**src/rtl/hamming_pkg.sv**
```systemverilog
// Shared definitions for the serial Hamming decoder family.
// Contents:
//   state_t        - frame receiver states (IDLE, SHIFT)
//   code_len(r)    - codeword length N = 2^r - 1
//   data_len(r)    - payload length K = N - r
//   is_pow2(p)     - true for parity-bit positions (1, 2, 4, ...)
//   r_legal(r)     - supported range of parity-bit counts
package hamming_pkg;

  typedef enum logic {
    IDLE  = 1'b0,
    SHIFT = 1'b1
  } state_t;

  localparam int R_MIN = 2;
  localparam int R_MAX = 6;

  function automatic int code_len(input int r);
    return (1 << r) - 1;
  endfunction

  function automatic int data_len(input int r);
    return (1 << r) - 1 - r;
  endfunction

  function automatic bit is_pow2(input int p);
    return (p > 0) && ((p & (p - 1)) == 0);
  endfunction

  function automatic bit r_legal(input int r);
    return (r >= R_MIN) && (r <= R_MAX);
  endfunction

endpackage

```
**src/rtl/hamming_syndrome.sv**
```systemverilog
// Combinational syndrome / overall-parity generator for Hamming(2^R-1)
// codewords, optionally extended with an overall parity bit (SECDED=1).
// Ports:
//   i_code     - received codeword, bit p holds code position p (1..N);
//                bit N+1 holds the overall parity P0 when SECDED=1
//   o_syndrome - s[j] = XOR of all positions p in 1..N whose bit j is set
//   o_parity   - XOR of every received bit (including P0 when present)
module hamming_syndrome
  import hamming_pkg::*;
#(
  parameter int R      = 3,
  parameter int SECDED = 0
) (
  input  logic [code_len(R)+SECDED:1] i_code,
  output logic [R-1:0]                o_syndrome,
  output logic                        o_parity
);

  localparam int N = code_len(R);

  always_comb begin
    o_syndrome = '0;
    for (int p = 1; p <= N; p++) begin
      for (int j = 0; j < R; j++) begin
        if (p[j]) begin
          o_syndrome[j] = o_syndrome[j] ^ i_code[p];
        end
      end
    end
  end

  assign o_parity = ^i_code;

endmodule

```
**src/rtl/hamming_serial_decoder.sv**
```systemverilog
// Serial Hamming(2^R-1, 2^R-1-R) decoder with optional SEC-DED extension.
// Codeword bits arrive one per clock while strobe is high (position 1
// first, P0 last when SECDED=1). The falling strobe closes the frame: a
// frame of the right length is decoded and presented with a one-cycle
// data_valid pulse; any other length produces a one-cycle frame_err pulse
// and leaves the previous outputs untouched.
// Ports:
//   clk               - single clock, rising edge
//   rst_n             - asynchronous active-low reset
//   strobe            - frame enable
//   d_hamm            - serial codeword bit (sampled while strobe=1)
//   data_out          - K corrected data bits, held between frames
//   data_valid        - one-cycle pulse per decoded frame
//   err_corrected     - single error corrected (valid with data_valid)
//   err_uncorrectable - double error detected, SECDED=1 only
//   frame_err         - one-cycle pulse on a wrong-length frame
module hamming_serial_decoder
  import hamming_pkg::*;
#(
  parameter int R      = 3,
  parameter int SECDED = 0
) (
  input  logic                   clk,
  input  logic                   rst_n,
  input  logic                   strobe,
  input  logic                   d_hamm,
  output logic [data_len(R)-1:0] data_out,
  output logic                   data_valid,
  output logic                   err_corrected,
  output logic                   err_uncorrectable,
  output logic                   frame_err
);

  localparam int N  = code_len(R);
  localparam int K  = data_len(R);
  localparam int L  = N + SECDED;
  // Counter must reach L+1 so that overlong frames stay distinguishable.
  localparam int CW = $clog2(L + 2);

  if (!r_legal(R)) begin : g_bad_r
    $error("hamming_serial_decoder: R=%0d outside supported range", R);
  end

  state_t          r_state;
  state_t          w_state_nxt;
  logic [CW-1:0]   r_count;
  logic [L:1]      r_buf;
  logic            w_end_ok;
  logic            w_end_bad;

  logic [R-1:0]    w_syn;
  logic            w_par;
  logic            w_syn_nz;
  logic            w_flip;
  logic            w_corr;
  logic            w_unc;
  logic [K-1:0]    w_data_fix;

  // ---- Receive FSM ----
  always_ff @(posedge clk or negedge rst_n) begin
    if (!rst_n) begin
      r_state <= IDLE;
    end else begin
      r_state <= w_state_nxt;
    end
  end

  always_comb begin
    w_state_nxt = r_state;
    w_end_ok    = 1'b0;
    w_end_bad   = 1'b0;
    case (r_state)
      IDLE: begin
        if (strobe) begin
          w_state_nxt = SHIFT;
        end
      end
      SHIFT: begin
        if (!strobe) begin
          w_state_nxt = IDLE;
          if (r_count == CW'(L)) begin
            w_end_ok = 1'b1;
          end else begin
            w_end_bad = 1'b1;
          end
        end
      end
      default: w_state_nxt = IDLE;
    endcase
  end

  // Count is 0 whenever the FSM is in IDLE, so the first strobed bit always
  // lands in position 1 and the count of received bits equals the next
  // write position minus one. It saturates at L+1.
  always_ff @(posedge clk or negedge rst_n) begin
    if (!rst_n) begin
      r_count <= '0;
    end else if (strobe) begin
      if (r_count <= CW'(L)) begin
        r_count <= r_count + CW'(1);
      end
    end else begin
      r_count <= '0;
    end
  end

  // Shift buffer is data only; bits beyond position L match no slot and
  // are dropped.
  always_ff @(posedge clk) begin
    if (strobe) begin
      for (int p = 1; p <= L; p++) begin
        if (r_count == CW'(p - 1)) begin
          r_buf[p] <= d_hamm;
        end
      end
    end
  end

  // ---- Decode ----
  hamming_syndrome #(
    .R      (R),
    .SECDED (SECDED)
  ) u_syndrome (
    .i_code     (r_buf),
    .o_syndrome (w_syn),
    .o_parity   (w_par)
  );

  assign w_syn_nz = |w_syn;
  // Without SECDED any nonzero syndrome is trusted. With SECDED a nonzero
  // syndrome is only a single error when overall parity also fails; with
  // good parity it is a double error and nothing is flipped.
  assign w_flip   = w_syn_nz & ((SECDED == 0) | w_par);
  // With SECDED, failed overall parity always means one error was fixed:
  // either the flipped position or P0 itself (s=0).
  assign w_corr   = (SECDED == 0) ? w_syn_nz : w_par;
  assign w_unc    = (SECDED != 0) & w_syn_nz & ~w_par;

  // Data bits are the non-power-of-two positions in ascending order. The
  // number of powers of two not above p is clog2(p+1), which gives the
  // packed data index directly.
  for (genvar p = 1; p <= N; p++) begin : g_extract
    if (!is_pow2(p)) begin : g_data
      assign w_data_fix[p - 1 - $clog2(p + 1)] =
        r_buf[p] ^ (w_flip && (w_syn == R'(p)));
    end
  end

  // ---- Output registers ----
  always_ff @(posedge clk or negedge rst_n) begin
    if (!rst_n) begin
      data_out          <= '0;
      data_valid        <= 1'b0;
      err_corrected     <= 1'b0;
      err_uncorrectable <= 1'b0;
      frame_err         <= 1'b0;
    end else begin
      data_valid <= w_end_ok;
      frame_err  <= w_end_bad;
      if (w_end_ok) begin
        data_out          <= w_data_fix;
        err_corrected     <= w_corr;
        err_uncorrectable <= w_unc;
      end
    end
  end

endmodule
```
**config.mk**
```make
export PLATFORM = sky130hd
export DESIGN_NAME = hamming_serial_decoder
export DESIGN_NICKNAME = d
export VERILOG_FILES = /design/src/rtl/hamming_pkg.sv /design/src/rtl/hamming_syndrome.sv /design/src/rtl/hamming_serial_decoder.sv
export SDC_FILE = /design/constraint.sdc
export NUM_CORES = 1
export LEC_CHECK = 0
export CORE_MARGIN = 3
export CORE_UTILIZATION = 55
export CTS_BUF_LIST = sky130_fd_sc_hd__clkbuf_4 sky130_fd_sc_hd__clkbuf_8
export DETAILED_ROUTE_END_ITERATION = 8
export DONT_BUFFER_PORTS = 1
export PLACE_DENSITY = 0.74
export RECOVER_POWER = 25
export SLEW_MARGIN = 20
export SYNTH_ARGS = -nofsm -noshare
export SYNTH_HDL_FRONTEND = slang
export SYNTH_HIERARCHICAL = 1
export SYNTH_SLANG_ARGS = --single-unit
```
**constraint.sdc**
```tcl
create_clock -name clk -period 1.55 [get_ports clk]
set_input_delay 0.31 -clock clk [delete_from_list [all_inputs] [get_ports clk]]
set_output_delay 0.31 -clock clk [all_outputs]
set_load 0.05 [all_outputs]
```
* Yosys cells after proc, flatten, opt, wreduce, memory -nomap -nowiden
Index checks and enable logic that the tools add are counted.
Widths: inputs -> output; s select.
** Operators by class
- Muxes and demuxes :: 9
- Equal/unequal tests :: 12
- $add $sub $neg :: 1
- Reduce and logical (&&, ||, !) cells :: 13
- Div/mod/pow operators :: 0
- Bitwise operators :: 13
- Shift-type cells :: 0
- $mul :: 0
- Order comparisons :: 1
** Operator list (number)
- $eq 4x3->1 const B :: 4
- $reduce_and 2->1 :: 7
- $xor 1x1->1 :: 13
- $eq 3x3->1 const B :: 3
- $eq 4x2->1 const B :: 2
- $mux 4 :: 2
- $mux 1 :: 7
- $add 4x1->4 const B :: 1
- $eq 4x1->1 const B :: 1
- $le 4x3->1 const B :: 1
- $logic_and 1x1->1 :: 4
- $logic_not 4->1 :: 1
- $eq 3x2->1 const B :: 1
- $reduce_or 3->1 :: 1
- $ne 2x1->1 const B :: 1
** Storage, ports and cells
- Memories :: 0
- Latch bits :: 0
- Bits in registers :: 19
- Word-level logic and storage cells :: 62
- Memory bits (read-only) :: 0
- Memory bits (writable) :: 0

* Logic depth before layout (Yosys ltp)
Gate-level depths: netlist of run 1.
- Depth in word-level cells :: 6
- Depth in mapped cells :: 5
- Depth with buffers taken out :: 5

* Hierarchy
Netlist of run 1, hierarchy kept.
** Modules (own cells, without submodules)
- hamming_serial_decoder :: instances 1, area each 877.1 sq um, seq. area each 510.5 sq um, cells each 68
- hamming_syndrome :: instances 1, area each 116.4 sq um, seq. area each 0.0 sq um, cells each 10

* Worst setup path after synthesis of run 1
Ideal clock, no wire load.
- Kind :: reg-to-reg
- Start point :: register r_buf[7] in the netlist's numbering
- End point :: register err_corrected
- Data required time :: 1425 ps
- Setup time :: 125 ps
- Clock period less this slack :: 1594 ps
- Buffers on the path :: 0
- Cell stages (with the launch flop) :: 5
- Data arrival time :: 1470 ps
- Setup slack :: -44 ps
- Cells stage by stage :: edfxtp_1 > xnor2_1 > xnor2_1 > or3_1 > mux2_2
** Between the ends
- Word-level cells in the longest chain between the ends :: 2
- Elaborated cells on any way between the ends :: 4
- Classes of those cells :: 3 x bitwise; 1 x reduce/logical
** RTL lines
- from (decl) :: RTL line hamming_serial_decoder.sv:47 : logic [L:1] r_buf;
- from (signal, indexed assignment) :: RTL line hamming_serial_decoder.sv:113 : r_buf[p] <= d_hamm;
- $xor 1x1->1 :: RTL line hamming_syndrome.sv:26 : o_syndrome[j] = o_syndrome[j] ^ i_code[p];
- via w_syn[1] :: RTL line hamming_serial_decoder.sv:51 : logic [R-1:0] w_syn;
- $reduce_or 3->1 :: RTL line hamming_serial_decoder.sv:129 : assign w_syn_nz = |w_syn;
- to (signal assigned) :: RTL line hamming_serial_decoder.sv:162 : err_corrected <= w_corr;
- to (decl) :: RTL line hamming_serial_decoder.sv:29 : output logic err_corrected,
The timed path passes the listed nets, and every way through them passes these cells.
A chain may end at the register's enable or synchronous reset.

* Final worst setup path of run 1
- Start point :: register r_buf[7] in the netlist's numbering
- End point :: register data_out[3]
** Between the ends
- Word-level cells in the longest chain between the ends :: 4
- Elaborated cells on any way between the ends :: 7
- Classes of those cells :: 1 x eq/ne; 4 x bitwise; 2 x reduce/logical
** RTL lines
- $xor 1x1->1 * :: RTL line hamming_syndrome.sv:26
- via w_syn[0] :: RTL line hamming_serial_decoder.sv:51
- $eq 3x3->1 / $reduce_or 3->1 (equally long branches) :: RTL line hamming_serial_decoder.sv:145, hamming_serial_decoder.sv:129
- $logic_and 1x1->1 * :: RTL line hamming_serial_decoder.sv:145 : r_buf[p] ^ (w_flip && (w_syn == R'(p)));
- $xor 1x1->1 * :: RTL line hamming_serial_decoder.sv:145
- to (signal assigned) :: RTL line hamming_serial_decoder.sv:161 : data_out <= w_data_fix;
- to (decl) :: RTL line hamming_serial_decoder.sv:27 : output logic [data_len(R)-1:0] data_out,
Mark *: on every way through the listed nets, which the timed path passes. The rest lies on a longest branch.

==> key figures, run 1 <==
Routing
  • DRT met1 WL: 584 microns
  • Max Used Layer: met4
  • Routed WL: 1460 microns
  • DRC viols: 0
  • Avg WL per Cell: 14.2 microns
  • First-pass detailed-route iteration total: 4
  • DR vias: 548
  • Met3 wire length: 51 microns
  • Met2 routed WL: 807 microns
  • Detail Route Antenna Nets: 0
  • Vias per cell: 5.32
  • Initial DRC Count: 3

Clocking
  • Max Root-Sink Buffers: 2
  • Cts bufs inserted: 3
  • Sink Count: 19
  • Clk pin slew, worst setup/hold paths: 0.11 ns
  • CTS root buf: clkbuf_4
  • H-Tree Level Count: 1
  • CTS tree: done
  • Worst-Skew Late Latency: 0.29 ns

STA
  • Hold Fails Final Rpt: 0
  • Setup violators final: 5
  • Worst slew margin: 63.9%
  • Worst Tran Pin Value: 0.540 ns
  • Final period util: 107%
  • Post-layout minimum cycle time: 1.66 ns
  • Final Skew: 0.00523 ns
  • Fmax: 602 MHz
  • Max Slew Vio Count: 0
  • Setup ws final: -0.110 ns
  • RSZ-0062 raised after global routing: yes
  • Setup TNS: -0.459 ns

Floorplanning
  • Initial core utilization: 60.8%
  • Die X-Extent: 47.5 microns
  • Ports: 12
  • Num rows: 14
  • Die area: 2260 sq um
  • Die Ht: 47.5 microns
  • Core ar.: 1560 sq um

Critical path
  • CP startpoint kind: flip-flop
  • WP buf/inv: 0
  • Worst-path cell chain: xor2_4 -> xnor2_2 -> nand3_1 -> xnor2_1 -> mux2_4
  • Top delay family on crit path: XOR/XNOR gates
  • CP arrival: 1.84 ns
  • Critical Path RT: 1.73 ns
  • Worst r2r src: r_buf[7]
  • Critical R2R Capture: data_out[3]
  • Highest-delay cell along the critical path: edfxtp_1
  • WS Path Type: reg2reg
  • Worst R2R Path Depth: 5
  • Setup crit start: r_buf[7]
  • R2R Setup Slk: -0.11 ns
  • Worst-path fanout max: 5
  • Slowest cell delay on critical path: 0.53 ns
  • CP Capture Type: flip-flop

Yosys
  • Avg Synthesized Cell Area: 12.5 sq um
  • Syn Nets: 84
  • Netlist Area Pre-Place: 947 sq um
  • Synth Warn #: 6
  • Synthesized instance count: 76

Placement
  • Placed inst area: 1000 sq um
  • Port Buffers: 0
  • Final Wtd Congestion: 0.762
  • HPWL after DPL: 1020 microns

Cells and area
  • Multi-input logic area: 477 sq um
  • Design area: 1120 sq um
  • P&R area growth vs syn: 18.6%
  • Util after Layout: 72.1%
  • FF+latch area: 510 sq um
  • Fillers: 104
  • Fraction of layout cells with a size suffix above 1: 29.9%
  • Layout Nets: 96
  • Inserted Diodes: 0

Flow run
  • MaxCap Viol Count: 0

Run status
  • Status: complete, but fails checks
  • Failing checks: negative setup slack

Global routing
  • Total track usage: 14.7%
  • Antenna violations before repair: 0
  • Largest net degree at the start of global routing: 13
  • First-pass GRT wire length: 2170 microns
  • Vias in the first global route: 530
  • Gr ovfl total: 0

Power and ir drop
  • Max IR drop VDD: 0.000598 V
  • PD cells: 860 nW/um^2
  • Pleak: 0.495 nW

Worst hold path
  • WHS Endpoint: r_state
  • Hold Path Depth: 0
  • Worst Hold Class: in2reg
  • Hold Path Origin: strobe
==> area by class of cell <==
type	count	share of cell area [%]
clock inverters	1	0.445
flip-flops and latches	19	45.4
well taps	16	1.78
clock buffers	3	2.00
inverters	3	1.00
multi-input cells	51	42.4
repair buffers	10	6.90
==> placed cells by master (no fill, tap or decap), drive strengths merged <==
| cell type | n |
|---|---|
| mux2i | 1 |
| or3 | 1 |
| a31oi | 1 |
| nor3 | 5 |
| ha | 4 |
| mux2 | 5 |
| xor2 | 3 |
| edfxtp | 7 |
| nand3b | 3 |
| buf | 9 |
| nor2b | 3 |
| and2 | 2 |
| clkbuf | 3 |
| dfrtp | 12 |
| inv | 3 |
| nand2 | 4 |
| nand2b | 2 |
| xnor2 | 11 |
| clkinv | 1 |
| conb | 1 |
| nand3 | 1 |
| a21oi | 1 |
| nor2 | 3 |
| dlygate4sd3 | 1 |
==> report_power, final <==
group / total [mW] / switching, mW / internal, mW / leakage, nW
Combinational: 0.134 / 0.0684 / 0.0659 / 0.252
Clock: 0.239 / 0.143 / 0.0957 / 0.0177
Sequential: 0.592 / 0.0472 / 0.545 / 0.225
==> state kept, by name, indices dropped and copies added, names as in the netlist <==
register       count
r_buf              7
data_out           4
r_count            4
data_valid         1
err_corrected      1
frame_err          1
r_state            1
==> layer usage <==
layer | GRT usage [%] | up-vias
li1 | - | 270
met1 | 14.6 | 265
met2 | 28.1 | 11
met3 | 3.76 | 2
met4 | 6.63 | 0
met5 | 0 | -
==> through the flow <==
step           setup slack (ns)  power (mW)  hold slack (ns)  std cells
2_1_floorplan          -0.00246       0.689           0.0144         76
3_3_place_gp            -0.0397       0.711           0.0146         97
3_5_place_dp             -0.102       0.714           0.0147         97
4_1_cts                 -0.0685       0.967           0.0301        103
5_1_grt                  -0.205        1.01           0.0155        103
6_report                 -0.110       0.966           0.0382        103
==> worst max-delay path by stage <==
stage,to,slack (ns),cells after the start
6_report,data_out[3],-0.11,5
5_1_grt,data_out[3],-0.20,5
4_1_cts,data_out[3],-0.07,5
3_5_place_dp,data_out[3],-0.10,5
3_3_place_gp,err_corrected,-0.04,4
2_1_floorplan,err_corrected,-0.002,4
==> what timing repair did <==
item	CTS	global route
pin swaps	10	1
hold buffers	1	0
endpoints found under the setup margin	5	5
buffers inserted	1	0
gates resized for setup	7	5
hold endpoints to repair	12	0
No activity file was read; power rests on OpenSTA's default activity.
==> inputs of run 2 (changes only) <==
==> constraint.sdc (replaced) <==
create_clock -name clk -period 1.55 [get_ports clk]
set_input_delay 0.31 -clock clk [delete_from_list [all_inputs] [get_ports clk]]
set_output_delay 0.31 -clock clk [all_outputs]
set_load 0.1 [all_outputs]
==> key figures, run 2 (synthesis results as in run 1) <==
Placement
  • Placed inst area: 1090 sq um (+9.0%)
  • Port Buffers: 0 (unchanged)
  • Final Wtd Congestion: 0.793 (+4.1%)
  • HPWL after DPL: 1050 microns (+2.7%)

Routing
  • Met3 wire length: 62 microns (+22%)
  • Avg WL per Cell: 13.6 microns (-4.1%)
  • DRT met1 WL: 549 microns (-6.0%)
  • Vias per cell: 5.39 (+1.4%)
  • Routed WL: 1480 microns (+1.4%)
  • DRC viols: 0 (unchanged)
  • First-pass detailed-route iteration total: 4 (unchanged)
  • Max Used Layer: met4
  • Initial DRC Count: 13 (+10)
  • Detail Route Antenna Nets: 0 (unchanged)
  • DR vias: 588 (+7.3%)
  • Met2 routed WL: 805 microns (-0.25%)

Cells and area
  • Design area: 1180 sq um (+5.3%)
  • Regs by FF count: r_buf: 7 flops, data_out: 4 flops, r_count: 4 flops
  • Max reg flops: 7 (unchanged)
  • Inserted Diodes: 0 (unchanged)
  • P&R area growth vs syn: 25.0%
  • Largest Register: r_buf
  • Layout Nets: 102 (+6.3%)
  • Most frequent cells in the layout: 12 x dfrtp_1, 12 x buf_4, 7 x xnor2_1, 7 x edfxtp_1
  • Fraction of layout cells with a size suffix above 1: 33.3% (+3.4 points)

Clocking
  • H-Tree Level Count: 1 (unchanged)
  • CTS tree: done
  • Clk pin slew, worst setup/hold paths: 0.11 ns (about the same)
  • Worst-Skew Late Latency: 0.31 ns (+0.02 ns)
  • Sink Count: 19 (unchanged)
  • Max Root-Sink Buffers: 2 (unchanged)
  • Post-CTS setup buffer count: 0 (-1)
  • CTS root buf: clkbuf_4
  • Cts bufs inserted: 3 (unchanged)

Global routing
  • Total track usage: 15.6% (+0.90 points)
  • Antenna violations before repair: 0 (unchanged)
  • Gr ovfl total: 0 (unchanged)
  • First-pass GRT wire length: 2280 microns (+5.1%)
  • Vias in the first global route: 544 (+2.6%)
  • Largest net degree at the start of global routing: 13 (unchanged)

Floorplanning
  • Initial core utilization: 60.8% (unchanged)
  • Num rows: 14 (unchanged)
  • Die area: 2260 sq um (unchanged)
  • Die Ht: 47.5 microns (unchanged)
  • Core ar.: 1560 sq um (unchanged)
  • Ports: 12 (unchanged)
  • Die X-Extent: 47.5 microns (unchanged)

STA
  • Worst Tran Pin Value: 0.548 ns (+0.00772 ns)
  • Worst slew margin: 63.4% (-0.52 points)
  • Fmax: 606 MHz (+0.63%)
  • Final period util: 106% (-0.67 points)
  • RSZ-0062 raised after global routing: yes
  • Setup violators final: 5 (unchanged)
  • Setup ws final: -0.0998 ns (+0.0104 ns)
  • Post-layout minimum cycle time: 1.65 ns (-0.0104 ns)
  • Setup TNS: -0.356 ns (+0.103 ns)
  • Max Slew Vio Count: 0 (unchanged)
  • Final Skew: 0.00994 ns (+0.00471 ns)
  • Hold Fails Final Rpt: 0 (unchanged)

Critical path
  • CP arrival: 1.85 ns (about the same)
  • Worst-path fanout max: 5 (unchanged)
  • WS Path Type: reg2reg
  • Worst R2R Path Depth: 4 (-1)
  • CP startpoint kind: flip-flop
  • CP Capture Type: flip-flop
  • Critical Path RT: 1.75 ns (+0.02 ns)

Worst hold path
  • Worst Hold Class: in2reg
  • Hold Path Depth: 0 (unchanged)

Flow run
  • MaxCap Viol Count: 0 (unchanged)

Run status
  • Failing checks: negative setup slack
  • Status: complete, but fails checks

Power and ir drop
  • Pleak: 0.528 nW (+6.6%)
  • Max IR drop VDD: 0.000702 V (+17%)
  • PD cells: 881 nW/um^2 (+2.5%)
run 2: cell count changes in the layout (fill, tap and decap cells not counted):
| cell | change |
|---|---|
| buf_4 | +3 |
| xnor2_2 | -1 |
| xnor2_1 | +1 |
| mux2_2 | +1 |
| mux2_4 | -1 |
| xor2_4 | -1 |
| buf_12 | +3 |
| xor2_2 | +1 |
run 2: power by group:
part	leakage (nW)	total [mW]	switching (mW)	internal (mW)
sequential	0.225	0.561	0.0151	0.546
combinational	0.285	0.232	0.144	0.0877
clock	0.0177	0.250	0.154	0.0964
run 2: cell type report:
| type | instances | area, sq um |
|---|---|---|
| Multi-Input combinational cell | 51 | 454 |
| Inverter | 3 | 11.3 |
| Clock buffer | 3 | 22.5 |
| Clock inverter | 1 | 5.00 |
| Tap cell | 16 | 20.0 |
| Sequential cell | 19 | 510 |
| Timing Repair Buffer | 16 | 160 |
| Fill cell | 110 | 375 |
run 2: critical path, stage by stage, from the launching register on:
cell and delay, ns:
edfxtp_1 0.51, xor2_2 0.29, xnor2_2 0.13, or3_1 0.36, mux2_4 0.26
run 2: through the flow:
step / setup slack, ns / hold slack (ns) / total power [mW] / utilization, % / cells
floorplan: -0.00324 / 0.0144 / 0.728 / - / 76
global placement: -0.0394 / 0.0147 / 0.780 / 70.1 / 104
detailed placement: -0.0778 / 0.0147 / 0.784 / 70.1 / 104
CTS: -0.0731 / 0.00961 / 1.05 / 75.9 / 109
global route: -0.194 / 0.00287 / 1.08 / 75.9 / 109
finish: -0.0998 / 0.0181 / 1.04 / 75.9 / 109
run 2: worst paths after layout:
check | slack [ns] | from | to
min in group asynchronous | 0.41 | rst_n | data_out[0]
worst min register to register | 0.59 | data_out[2] | data_out[2]
worst max register to register | -0.1 | r_buf[7] | err_corrected
worst min-delay path | 0.02 | strobe | r_state
worst max-delay path | -0.1 | r_buf[7] | err_corrected
max in group asynchronous | 0.77 | rst_n | r_count[1]
run 2: layer usage:
| layer | global-route usage [%] | up-vias |
|---|---|---|
| met1 | 14.9 | 281 |
| met3 | 2.63 | 7 |
| met4 | 13.3 | 0 |
| met5 | 0 | - |
| met2 | 28.3 | 17 |
| li1 | - | 283 |
run 2: repair_timing:
action / in CTS / in global routing
hold endpoints to repair: 12 / 0
pin swaps: 8 / 3
gates resized for setup: 9 / 0
endpoints found under the setup margin: 5 / 5
hold buffers: 1 / 0
gates cloned: 0 / 0
==> inputs of run 3 (changes only) <==
ABC_CLOCK_PERIOD_IN_PS = 2000   (was default)
PLACE_DENSITY = 0.71   (was 0.74)
clock period = 2 ns   (was 1.55 ns; I/O delays follow)
==> key figures, run 3 (synthesis results as in run 1) <==
Routing
  • Detail Route Antenna Nets: 0 (unchanged)
  • DRC viols: 0 (unchanged)
  • Avg WL per Cell: 12.0 microns (-12%)
  • DR vias: 519 (-12%)
  • Routed WL: 1150 microns (-22%)
  • First-pass detailed-route iteration total: 4 (unchanged)
  • Initial DRC Count: 10 (-3)
  • Vias per cell: 5.41 (+0.22%)

Critical path
  • Critical Path RT: 2.19 ns (+0.44 ns)
  • CP startpoint kind: flip-flop
  • Worst-path fanout max: 5 (unchanged)
  • Slowest cell delay on critical path: 0.45 ns (-0.06 ns)
  • Highest-delay cell along the critical path: edfxtp_1
  • Worst-path cell chain: xor2_1 -> xnor2_1 -> nand3b_1 -> xnor2_1 -> mux2_2
  • CP Capture Type: flip-flop
  • Crit path top cell by count: xnor2_1
  • CP arrival: 1.84 ns (about the same)
  • WS Path Type: reg2reg

Cells and area
  • P&R area growth vs syn: 5.15%
  • Layout Nets: 89 (-13%)
  • Most frequent cells in the layout: 12 x dfrtp_1, 11 x xnor2_1, 7 x edfxtp_1
  • Inserted Diodes: 0 (unchanged)
  • Fraction of layout cells with a size suffix above 1: 16.3% (-17 points)
  • Regs by FF count: r_buf: 7 flops, data_out: 4 flops, r_count: 4 flops
  • Largest Register: r_buf
  • Design area: 996 sq um (-16%)
  • Max reg flops: 7 (unchanged)
  • Commonest non-fill, non-tap cell in the layout: dfrtp_1

Clocking
  • Max Root-Sink Buffers: 2 (unchanged)
  • Sink Count: 19 (unchanged)
  • CTS tree: done
  • H-Tree Level Count: 1 (unchanged)
  • Cts bufs inserted: 3 (unchanged)
  • CTS root buf: clkbuf_4
  • Clk pin slew, worst setup/hold paths: 0.10 ns (about the same)
  • Worst-Skew Late Latency: 0.29 ns (-0.02 ns)
  • Post-CTS setup buffer count: 0 (unchanged)

STA
  • Setup ws final: 0.349 ns (+0.449 ns)
  • Max Slew Vio Count: 0 (unchanged)
  • RSZ-0062 raised after global routing: no
  • Final Skew: 0.00251 ns (-0.00744 ns)
  • Worst Tran Pin Value: 0.898 ns (+0.351 ns)
  • Final period util: 82.6% (-24 points)
  • Fmax: 606 MHz (about the same)
  • Setup TNS: 0 ns (+0.356 ns)
  • Hold Fails Final Rpt: 0 (unchanged)
  • Post-layout minimum cycle time: 1.65 ns (+0.00146 ns)
  • Worst slew margin: 40.1% (-23 points)
  • Setup violators final: 0 (-5)

Floorplanning
  • Ports: 12 (unchanged)
  • Core ar.: 1560 sq um (unchanged)
  • Die X-Extent: 47.5 microns (unchanged)
  • Num rows: 14 (unchanged)
  • Die area: 2260 sq um (unchanged)
  • Initial core utilization: 60.8% (unchanged)
  • Die Ht: 47.5 microns (unchanged)

Global routing
  • Total track usage: 12.6% (-3.0 points)
  • Gr ovfl total: 0 (unchanged)
  • Largest net degree at the start of global routing: 13 (unchanged)
  • Antenna violations before repair: 0 (unchanged)
  • First-pass GRT wire length: 1840 microns (-19%)
  • Vias in the first global route: 457 (-16%)

Power and ir drop
  • Final Power: 0.757 mW (-27%)
  • Internal cell power: 0.532 mW (-27%)
  • Max IR drop VDD: 0.000474 V (-32%)
  • Clock group share of total power: 24.4% (+0.4 points)
  • Sequential power share: 63.8% (+10 points)
  • Comb power frac: 11.8% (-10 points)
  • Pleak: 0.424 nW (-20%)
  • Sw power: 0.224 mW (-28%)
  • PD cells: 760 nW/um^2 (-14%)
  • Sw Ratio: 29.6% (-0.37 points)

Flow run
  • MaxCap Viol Count: 0 (unchanged)

Run status
  • Status: finished clean

Placement
  • Setup WS pre-CTS: 0.354 ns (+0.431 ns)
  • HPWL after DPL: 879 microns (-16%)
  • Port Buffers: 0 (unchanged)
  • Final Wtd Congestion: 0.763 (-3.7%)
  • Placed inst area: 958 sq um (-12%)

Worst hold path
  • Worst Hold Class: in2reg
-- run 3: changes by cell type in the layout (fill, tap and decap cells not counted), sizes merged --
cell,previous run,this run
buf,15,2
-- run 3: final timing paths --
| check | depth (start not counted) | to | start | slack [ns] |
|---|---|---|---|---|
| max | 5 | data_out[1] | r_buf[7] | 0.35 |
| max reg2reg | 5 | data_out[1] | r_buf[7] | 0.35 |
| min in group asynchronous | 1 | data_out[0] | rst_n | 0.51 |
| max in group asynchronous | 1 | data_out[3] | rst_n | 1.15 |
| min reg2reg | 2 | frame_err | r_state | 0.60 |
| min | 0 | r_state | strobe | 0.13 |
-- run 3: critical path: cells and delay by family (launching register included) --
| kind | cells | cell delay, ns |
|---|---|---|
| XOR/XNOR | 3 | 0.69 |
| flip-flops | 1 | 0.45 |
| multiplexers | 1 | 0.26 |
| AND/OR/NAND/NOR | 1 | 0.15 |
-- run 3: final cells by class --
class	instances	area, sq um
Clock buffer	3	22.5
Clock inverter	1	5.00
Fill cell	117	563
Inverter	3	11.3
Multi-Input combinational cell	51	402
Sequential cell	19	510
Tap cell	16	20.0
Timing Repair Buffer	3	25.0
-- run 3: power by group through the flow --
stage / clock network, mW / registers (mW) / logic, mW
global placement: 0 / 0.491 / 0.0830
finish: 0.185 / 0.483 / 0.0892
floorplan: 0 / 0.492 / 0.0721
CTS: 0.189 / 0.483 / 0.0904
detailed placement: 0 / 0.491 / 0.0838
global route: 0.210 / 0.485 / 0.0999
-- run 3: through the flow --
step | utilization [%] | std cells | hold slack (ns)
3_5_place_dp | 61.5 | 91 | 0.105
5_1_grt | 63.9 | 96 | 0.0973
4_1_cts | 63.9 | 96 | 0.116
2_1_floorplan | - | 76 | 0.104
6_report | 63.9 | 96 | 0.125
3_3_place_gp | 61.5 | 91 | 0.105
-- run 3: per-layer routing --
| layer | vias to the layer above | track usage (%) | share of wire [%] |
|---|---|---|---|
| li1 | 261 | - | - |
| met4 | 0 | 10.5 | 4.0 |
| met2 | 19 | 20.6 | 50 |
| met3 | 6 | 3.38 | 5.2 |
| met5 | - | 0 | 0 |
| met1 | 233 | 13.5 | 41 |
-- run 3: repair_timing --
item	in CTS	in global routing
hold buffers	1	0
hold endpoints to repair	12	0
gates resized for setup	0	0
